File: src/rtl/freq_display_pkg.sv
// freq_display_pkg: shared widths and band-power FSM encoding for the frequency display path
package freq_display_pkg;
    localparam int DATA_W  = 12;
    localparam int ACC_W   = 29;
    localparam int N_BANDS = 3;
    localparam int CNT_W   = 17;
    typedef enum logic [2:0] {IDLE, DIV1, DIV2, DIV3, DONE} bp_state_t;
endpackage

File: src/rtl/seq_divider.sv
// seq_divider: restoring unsigned divider, one load cycle plus one cycle per quotient bit
module seq_divider #(
    parameter int DVD_W = 29,
    parameter int DVS_W = 17
) (
    input  logic             clk,
    input  logic             rst,
    input  logic             start,
    input  logic [DVD_W-1:0] dividend,
    input  logic [DVS_W-1:0] divisor,
    output logic [DVD_W-1:0] quotient,
    output logic             done
);
    localparam int IT_W = $clog2(DVD_W + 1);
    logic [DVD_W-1:0] quo_q, quo_d;
    logic [DVS_W-1:0] rem_q, rem_d, dvs_q, dvs_d;
    logic [IT_W-1:0]  it_q, it_d;
    logic             done_q, done_d;
    logic [DVS_W:0]   rem_sh, diff;
    always_comb begin
        rem_sh = {rem_q, quo_q[DVD_W-1]};
        diff   = rem_sh - {1'b0, dvs_q};
        quo_d  = start ? dividend : it_q != '0 ? {quo_q[DVD_W-2:0], ~diff[DVS_W]} : quo_q;
        rem_d  = start ? '0 : it_q == '0 ? rem_q : diff[DVS_W] ? rem_sh[DVS_W-1:0] : diff[DVS_W-1:0];
        dvs_d  = start ? divisor : dvs_q;
        it_d   = start ? IT_W'(DVD_W) : it_q != '0 ? it_q - 1'b1 : it_q;
        done_d = !start && it_q == IT_W'(1);
    end
    always_ff @(posedge clk) begin
        if (rst) begin
            quo_q  <= '0;
            rem_q  <= '0;
            dvs_q  <= '0;
            it_q   <= '0;
            done_q <= 1'b0;
        end else begin
            quo_q  <= quo_d;
            rem_q  <= rem_d;
            dvs_q  <= dvs_d;
            it_q   <= it_d;
            done_q <= done_d;
        end
    end
    assign quotient = dvs_q == '0 ? '0 : quo_q;
    assign done     = done_q;
endmodule

File: src/rtl/band_power_calc.sv
// band_power_calc: per-window mean magnitude of three band-filter outputs for the display stage
module band_power_calc #(
    parameter int DATA_W = freq_display_pkg::DATA_W,
    parameter int ACC_W  = freq_display_pkg::ACC_W
) (
    input  logic              sample_clk,
    input  logic              rst,
    input  logic              sample_valid,
    input  logic [DATA_W-1:0] band1_in,
    input  logic [DATA_W-1:0] band2_in,
    input  logic [DATA_W-1:0] band3_in,
    input  logic              set_values_flag,
    output logic [DATA_W-1:0] bin1_out,
    output logic [DATA_W-1:0] bin2_out,
    output logic [DATA_W-1:0] bin3_out,
    output logic              bins_valid,
    output logic              busy,
    output logic              overrun
);
    import freq_display_pkg::*;
    bp_state_t         state_q, state_d;
    logic [DATA_W-1:0] band_in [N_BANDS];
    logic [DATA_W-1:0] mag [N_BANDS];
    logic [ACC_W:0]    sum [N_BANDS];
    logic [ACC_W-1:0]  acc_q [N_BANDS], acc_d [N_BANDS], hold_q [N_BANDS], hold_d [N_BANDS];
    logic [DATA_W-1:0] quot_q [N_BANDS], quot_d [N_BANDS], bin_q [N_BANDS], bin_d [N_BANDS];
    logic [CNT_W-1:0]  cnt_q, cnt_d, hold_cnt_q, hold_cnt_d;
    logic              bins_valid_q, bins_valid_d, overrun_q, overrun_d;
    logic              accept, dividing, div_start, div_done;
    logic [1:0]        cur;
    logic [ACC_W-1:0]  div_dividend, div_quot;
    logic [CNT_W-1:0]  div_divisor;
    logic [DATA_W-1:0] q_sat;

    assign band_in = '{band1_in, band2_in, band3_in};

    // Band 1 starts dividing straight from the live registers in the accept cycle
    always_comb begin
        accept       = set_values_flag && state_q == IDLE;
        dividing     = state_q inside {DIV1, DIV2, DIV3};
        cur          = state_q == DIV1 ? 2'd0 : state_q == DIV2 ? 2'd1 : 2'd2;
        div_start    = accept || (div_done && (state_q == DIV1 || state_q == DIV2));
        div_dividend = state_q == IDLE ? acc_q[0] : state_q == DIV1 ? hold_q[1] : hold_q[2];
        div_divisor  = state_q == IDLE ? cnt_q : hold_cnt_q;
        q_sat        = |div_quot[ACC_W-1:DATA_W] ? '1 : div_quot[DATA_W-1:0];
        cnt_d        = accept ? CNT_W'(sample_valid) : (sample_valid && cnt_q != '1) ? cnt_q + 1'b1 : cnt_q;
        hold_cnt_d   = accept ? cnt_q : hold_cnt_q;
        for (int i = 0; i < N_BANDS; i++) begin
            mag[i]    = band_in[i][DATA_W-1] ? ~band_in[i] + 1'b1 : band_in[i];
            sum[i]    = {1'b0, acc_q[i]} + (ACC_W+1)'(mag[i]);
            acc_d[i]  = accept ? (sample_valid ? ACC_W'(mag[i]) : '0)
                      : !sample_valid ? acc_q[i] : sum[i][ACC_W] ? '1 : sum[i][ACC_W-1:0];
            hold_d[i] = accept ? acc_q[i] : hold_q[i];
            quot_d[i] = dividing && div_done && cur == 2'(i) ? q_sat : quot_q[i];
            bin_d[i]  = state_q == DONE ? quot_q[i] : bin_q[i];
        end
        bins_valid_d = state_q == DONE;
        overrun_d    = set_values_flag && state_q != IDLE;
        case (state_q)
            IDLE:    state_d = accept ? DIV1 : IDLE;
            DIV1:    state_d = div_done ? DIV2 : DIV1;
            DIV2:    state_d = div_done ? DIV3 : DIV2;
            DIV3:    state_d = div_done ? DONE : DIV3;
            default: state_d = IDLE;
        endcase
    end

    always_ff @(posedge sample_clk) begin
        if (rst) begin
            state_q      <= IDLE;
            cnt_q        <= '0;
            hold_cnt_q   <= '0;
            acc_q        <= '{default: '0};
            hold_q       <= '{default: '0};
            quot_q       <= '{default: '0};
            bin_q        <= '{default: '0};
            bins_valid_q <= 1'b0;
            overrun_q    <= 1'b0;
        end else begin
            state_q      <= state_d;
            cnt_q        <= cnt_d;
            hold_cnt_q   <= hold_cnt_d;
            acc_q        <= acc_d;
            hold_q       <= hold_d;
            quot_q       <= quot_d;
            bin_q        <= bin_d;
            bins_valid_q <= bins_valid_d;
            overrun_q    <= overrun_d;
        end
    end

    seq_divider #(.DVD_W(ACC_W), .DVS_W(CNT_W)) u_div (
        .clk      (sample_clk),
        .rst      (rst),
        .start    (div_start),
        .dividend (div_dividend),
        .divisor  (div_divisor),
        .quotient (div_quot),
        .done     (div_done)
    );

    assign bin1_out   = bin_q[0];
    assign bin2_out   = bin_q[1];
    assign bin3_out   = bin_q[2];
    assign bins_valid = bins_valid_q;
    assign busy       = state_q != IDLE;
    assign overrun    = overrun_q;
endmodule
File: config.mk
export PLATFORM = sky130hd
export DESIGN_NAME = band_power_calc
export DESIGN_NICKNAME = d
export VERILOG_FILES = /design/src/rtl/freq_display_pkg.sv /design/src/rtl/seq_divider.sv /design/src/rtl/band_power_calc.sv
export SDC_FILE = /design/constraint.sdc
export NUM_CORES = 1
export LEC_CHECK = 0
export CAP_MARGIN = 40
export CORE_MARGIN = 4
export CORE_UTILIZATION = 30
export CTS_CLUSTER_DIAMETER = 80
export DETAILED_ROUTE_END_ITERATION = 16
export PLACE_DENSITY = 0.46
export SYNTH_ARGS = -nofsm -noshare
export SYNTH_HDL_FRONTEND = slang
export SYNTH_SLANG_ARGS = --single-unit
export TNS_END_PERCENT = 5
File: constraint.sdc
create_clock -name sample_clk -period 6.3 [get_ports sample_clk]
set_clock_uncertainty 0.15 [all_clocks]
set_input_delay 0.63 -clock sample_clk [delete_from_list [all_inputs] [get_ports sample_clk]]
set_output_delay 0.63 -clock sample_clk [all_outputs]
set_load 0.005 [all_outputs]
Yosys cells after proc, flatten, opt, wreduce, memory -nomap -nowiden
Cells that the tools add are included.
{"block": "word_totals", "reg_bits": 325, "latch_bits": 0, "mem_bits_rw": 0, "romBits": 0, "in_bits": 40, "output_inout_bits": 39, "word_cells": 103, "memories": 0}
{"block": "op_classes", "add_sub_neg": 9, "mul": 0, "div_mod_pow": 0, "n_lt_le_gt_ge": 0, "n_eq_ne": 8, "shift": 0, "n_mux": 34, "n_bitwise": 4, "reduce_logical": 25}
{"op": "$mux W29", "n": 14}
{"op": "$add A29 B12 Y30", "n": 3}
{"op": "$mux W12", "n": 7}
{"op": "$add A12 B1 Y12 const B", "n": 3}
{"op": "$not A12 Y12", "n": 3}
{"op": "$mux W17", "n": 2}
{"op": "$sub A18 B17 Y18", "n": 1}
{"op": "$add A17 B1 Y17 const B", "n": 1}
{"op": "$logic_not A17 Y1", "n": 1}
{"op": "$ne A17 B17 Y1 const B", "n": 1}
{"op": "$reduce_or A17 Y1", "n": 1}
{"op": "$pmux W3 S4", "n": 1}
{"op": "$mux W5", "n": 2}
{"op": "$logic_and A1 B1 Y1", "n": 9}
{"op": "$eq A3 B2 Y1 const B", "n": 2}
{"op": "$mux W2", "n": 3}
{"op": "$reduce_bool A2 Y1", "n": 3}
{"op": "$reduce_bool A3 Y1", "n": 2}
{"op": "$eq A5 B1 Y1 const B", "n": 1}
{"op": "$logic_not A5 Y1", "n": 1}
{"op": "$reduce_bool A5 Y1", "n": 1}
{"op": "$sub A5 B1 Y5 const B", "n": 1}
{"op": "$mux W1", "n": 4}
{"op": "$reduce_or A2 Y1", "n": 2}
{"op": "other kinds (10)", "n": 11}

Depth between registers and ports, before layout
{"block": "logic_depth", "depth_word": 7, "depth_mapped": 17, "depth_no_buf": 15}

Cells and area by module
From an unflattened synthesis, not the netlist that was laid out.
{"block": "hier_totals", "cells_unflattened": 2217, "area_unflattened_um2": 17143.9}
{"mod": "band_power_calc", "n_inst": 1, "cells_each": 1686, "area_each_um2": 13103.8, "seq_area_each_um2": 5124.9}
{"mod": "seq_divider", "n_inst": 1, "cells_each": 531, "area_each_um2": 4040.1, "seq_area_each_um2": 1381.3}

Worst setup path before layout
OpenSTA, ideal clock, no wires.
{"block": "synth_path", "kind": "input port to flip-flop", "startpoint": "input band3_in[5]", "endpoint": "register acc_q[28] (netlist bit)", "setup_time_ps": 91, "t_arrival_ps": 3458, "required_ps": 6059, "setup_slack_ps": 2601, "path_stages": 13, "n_path_buf": 1, "path_cell_list": "nor4_1 nand2b_1 o21ai_0 xnor2_1 ha_1 and3_1 buf_6 a221o_1 a22o_1 o41ai_4 nor3_2 and3_1 a311oi_1"}
{"block": "synth_via", "elab_chain_cells": 7}
{"item": "start: declaration", "line_no": "band_power_calc.sv:11", "text": "input logic [DATA_W-1:0] band3_in,"}
{"item": "$not A12 Y12", "line_no": "band_power_calc.sv:49", "text": "mag[i] = band_in[i][DATA_W-1] ? ~band_in[i] + 1'b1 : band_in[i];"}
{"item": "$add A12 B1 Y12", "line_no": "band_power_calc.sv:49"}
{"item": "$mux W12 *", "line_no": "band_power_calc.sv:49"}
{"item": "$add A29 B12 Y30 *", "line_no": "band_power_calc.sv:50", "text": "sum[i] = {1'b0, acc_q[i]} + (ACC_W+1)'(mag[i]);"}
{"item": "$mux W29 * (2 in series)", "line_no": "band_power_calc.sv:52", "text": ": !sample_valid ? acc_q[i] : sum[i][ACC_W] ? '1 : sum[i][ACC_W-1:0];"}
{"item": "$mux W29 *", "line_no": "band_power_calc.sv:51", "text": "acc_d[i] = accept ? (sample_valid ? ACC_W'(mag[i]) : '0)"}
{"item": "end signal: assignment", "line_no": "band_power_calc.sv:73", "text": "acc_q <= '{default: '0};"}
{"item": "end signal: assignment", "line_no": "band_power_calc.sv:83", "text": "acc_q <= acc_d;"}
{"item": "end: declaration", "line_no": "band_power_calc.sv:25", "text": "logic [ACC_W-1:0] acc_q [N_BANDS], acc_d [N_BANDS], hold_q [N_BANDS], hold_d [N_BANDS];"}
Every way passes the cells marked *; elsewhere a longest branch is shown, timed or not. The select of a mux whose other input is x is not followed.
A chain may end at the register's enable or synchronous reset.

Final worst setup path
{"block": "layout_path", "startpoint": "input band2_in[0]", "endpoint": "register acc_q[47] (netlist bit)"}
{"block": "layout_via", "elab_chain_cells": 7}
{"item": "start: declaration", "line_no": "band_power_calc.sv:10", "text": "input logic [DATA_W-1:0] band2_in,"}
{"item": "$not A12 Y12", "line_no": "band_power_calc.sv:49"}
{"item": "$add A12 B1 Y12", "line_no": "band_power_calc.sv:49"}
{"item": "$mux W12 *", "line_no": "band_power_calc.sv:49"}
{"item": "$add A29 B12 Y30 *", "line_no": "band_power_calc.sv:50"}
{"item": "$mux W29 * (2 in series)", "line_no": "band_power_calc.sv:52"}
{"item": "$mux W29 *", "line_no": "band_power_calc.sv:51"}
Marked as above.

==> flow_metrics.tcl <==
set metrics [dict create \
    status "finished clean" \
    drive_gt1_share_pct 5.31 \
    hpwl_um 34500 \
    finalCriticalPeriod_ns 4.38 \
    drv_slew 0 \
    syn_area_mm2 0.0166 \
    routed-via-count 14800 \
    drtIter0Drc 916 \
    clock_latency_ns 0.56 \
    fin_setup_tns_ns 0 \
    area_delta_synth_final_pct 16.7 \
    netSwitchingPower_w 0.00206 \
    htreeDepth 2 \
    cts_buffer_depth 3 \
    yosysWarnings 0 \
    cts_inserted_buffers 39 \
    ff_latch_area_mm2 0.00651 \
    cts_sinks 325 \
    post_cts_buffers 0 \
    critPathBufInv 3 \
    rsz0062_at_grt "false" \
    swShare_pct 32.6 \
    cts_hold_buf 0 \
    grt_pass1_vias 14000 \
    synth_edf_count 0 \
    num_rows 85 \
    end_kind "flop" \
    seqPwrFrac_pct 36.2 \
    ant_nets 0 \
    cts_tree "yes" \
    cellLeakagePower_nw 6.79 \
    core_area_mm2 0.0542 \
    grt_remaining_overflow 0 \
    vdd_drop_max_uv 191 \
    hold_class "reg2reg" \
    dieHeight_um 243 \
    crit_fanout 11 \
    tightest_slew_ns 0.847 \
    grt_antenna_before_repair 0 \
    multi_input_area_mm2 0.00949 \
    hold_viol_final 0 \
    cts-root-buf "clkbuf_16" \
    fmax_mhz 229 \
    num_antenna_cells 0 \
    grt_pass1_wl_um 77300 \
    ys_types 75 \
    clkSlewWorstSetupHoldPaths_ns 0.06 \
    slowest_stage "a31oi_1" \
    holdWs_ns 0.302 \
    synth_top_cell_by_area "dfxtp_1" \
    async_flop_share_pct 0 \
    die_area_mm2 0.0591 \
    fp.dieW_um 243 \
    p_int_w 0.00426 \
    drcViolationCount 0 \
    seq_area_frac_synth_pct 39.2 \
    nets 2225 \
    avgSynthCellArea_um2 7.90 \
    combPwrFrac_pct 28.7 \
    crit_chain "clkdlybuf4s50_1 > inv_1 > ha_1 > nand2_1 > o31ai_1 > xnor2_1 > ha_1 > a21o_1 > a21o_1 > a21oi_1 > o211ai_1 > a31oi_1 > nor2_1 > buf_4 > nor3_1 > a311oi_1" \
    initial_utilization_pct 30.6 \
    synth_area_leaders "dfxtp_1 39%, nand2_1 11%, a21oi_1 6.5%, ha_1 4.8%, nor2_1 3.1%" \
    place.gp.congestion 0.826 \
    final-setup-viol-count 0 \
    path_class "in2reg" \
    wl_per_cell_um 17.2 \
    fillCellCount 5676 \
    relSlewSlack_pct 43.2 \
    grt_max_degree 72 \
    wl_um 49000 \
    vias_per_cell 5.22 \
    ios 79 \
    pwr-share-clk_pct 35.1 \
    ys_ff_latch 325 \
    startpoint_type "primary input" \
    port-buffer-count 78 \
    drt_first_pass_iters 5 \
    synth_flop_cell "dfxtp_1" \
    final_core_util_pct 35.7 \
    syn-num-nets 2207 \
    cpLargestDelayFamily "compound AO/OA/AOI/OAI gates" \
    max_stage_delay_ns 0.50 \
    synth_top_area_share_pct 39.2 \
    cts_resized 0 \
    arrival_ns 4.63 \
    crit_required_ns 6.56 \
    drv_cap 0 \
    power_density_mw_per_mm2 327 \
    syn_inst 2100 \
    period_share_pct 69.5 \
    grt_use_total_pct 15.9 \
]
[cell usage in the layout, fill, tap and decap left out, types with 24 or more instances in the layout]
cell / count
xnor2_1: 53
mux2i_1: 49
a21oi_1: 217
clkdlybuf4s50_1: 76
o21ai_0: 94
a311oi_1: 51
a211oi_1: 47
clkbuf_16: 40
nor2_1: 135
nand3_1: 26
inv_1: 40
ha_1: 63
nand2_1: 475
and3_1: 24
xor2_1: 29
nor3_1: 59
dfxtp_1: 325
a31oi_1: 29
[power by group through the flow]
stage	clock (W)	sequential, W	combinational (W)
6_report	0.00222	0.00229	0.00181
3_3_place_gp	0	0.00233	0.00179
4_1_cts	0.00230	0.00229	0.00182
3_5_place_dp	0	0.00233	0.00182
5_1_grt	0.00238	0.00231	0.00202
2_1_floorplan	0	0.00230	0.00141
[tightest hold or removal path, delay by kind of cell (launching register included)]
family           cells  cell delay, ns
flip-flops           1            0.31
AND/OR/NAND/NOR      1            0.05
AO/OA/AOI/OAI        1            0.05
[through the flow]
| stage | setup slack, ns | area, um^2 | cells | total power [W] |
|---|---|---|---|---|
| global placement | 1.36 | 18000 | 2765 | 0.00412 |
| finish | 1.92 | 19400 | 2843 | 0.00633 |
| floorplan | 2.60 | 16600 | 2100 | 0.00371 |
| global route | 1.54 | 19400 | 2843 | 0.00670 |
| detailed placement | 1.36 | 18100 | 2773 | 0.00415 |
| CTS | 1.94 | 19400 | 2843 | 0.00641 |
[cells in the mapped netlist (all sizes together) (4+ instances only)]
cell type and number:
a22oi 5, a2111oi 4, nor4 16, o31ai 8, fa 4, a221oi 9, or3 13, nand3 26
a211oi 47, clkbuf 114, and2 10, a21o 23, ha 63, a21oi 217, a311oi 51, a31oi 29
and3 25, o211ai 6, mux2i 49, nor2 138, nor4b 4, o21bai 4, o21a 20, buf 16
o21ai 96, xnor2 54, nor3b 4, nand2 477, dfxtp 325, xor2 29, a22o 18, inv 40
nor3 63, and4 9, nand2b 13, o221ai 10, o41ai 4, nor2b 5, nand4 13
[cells by family after synthesis]
kind of cell    share of synthesized area (%)
fa+ha+maj                                5.23
xor+xnor                                 4.38
simple gates                             21.9
compound gates                           22.2
mux                                      3.02
flops                                    39.2
buf+inv                                  4.01
[routing by layer]
metal | part of all wire [%] | GRT usage (%) | vias up
met1 | 49 | 22.0 | 7005
met3 | 3.8 | 2.41 | 63
met4 | 2.1 | 4.26 | 0
li1 | - | - | 7515
met2 | 45 | 25.9 | 261
met5 | 0 | 0 | -
[registers in the layout, summed over array words and instances (netlist names), 17 cells and up]
signal / count
acc_q: 87
hold_q: 58
quot_q: 36
u_div.quo_q: 29
cnt_q: 17
hold_cnt_q: 17
u_div.dvs_q: 17
u_div.rem_q: 17
[layout make-up]
class	count	area share (%)
multi-input cells	1605	49.0
flip-flops and latches	325	33.6
inverters	40	0.775
well taps	696	4.50
repair buffers	107	5.62
clock inverters	9	0.439
clock buffers	61	6.04
[worst paths after layout]
| path | cells after the start | slack, ns | start | to |
|---|---|---|---|---|
| hold reg to reg | 2 | 0.30 | bin2_out[8] | bin2_out[8] |
| setup reg to reg | 8 | 2.54 | state_q[1] | acc_q[37] |
| hold / removal | 2 | 0.30 | bin2_out[8] | bin2_out[8] |
| setup / recovery | 16 | 1.92 | band2_in[0] | acc_q[47] |
(Power assumes the default switching activity.)
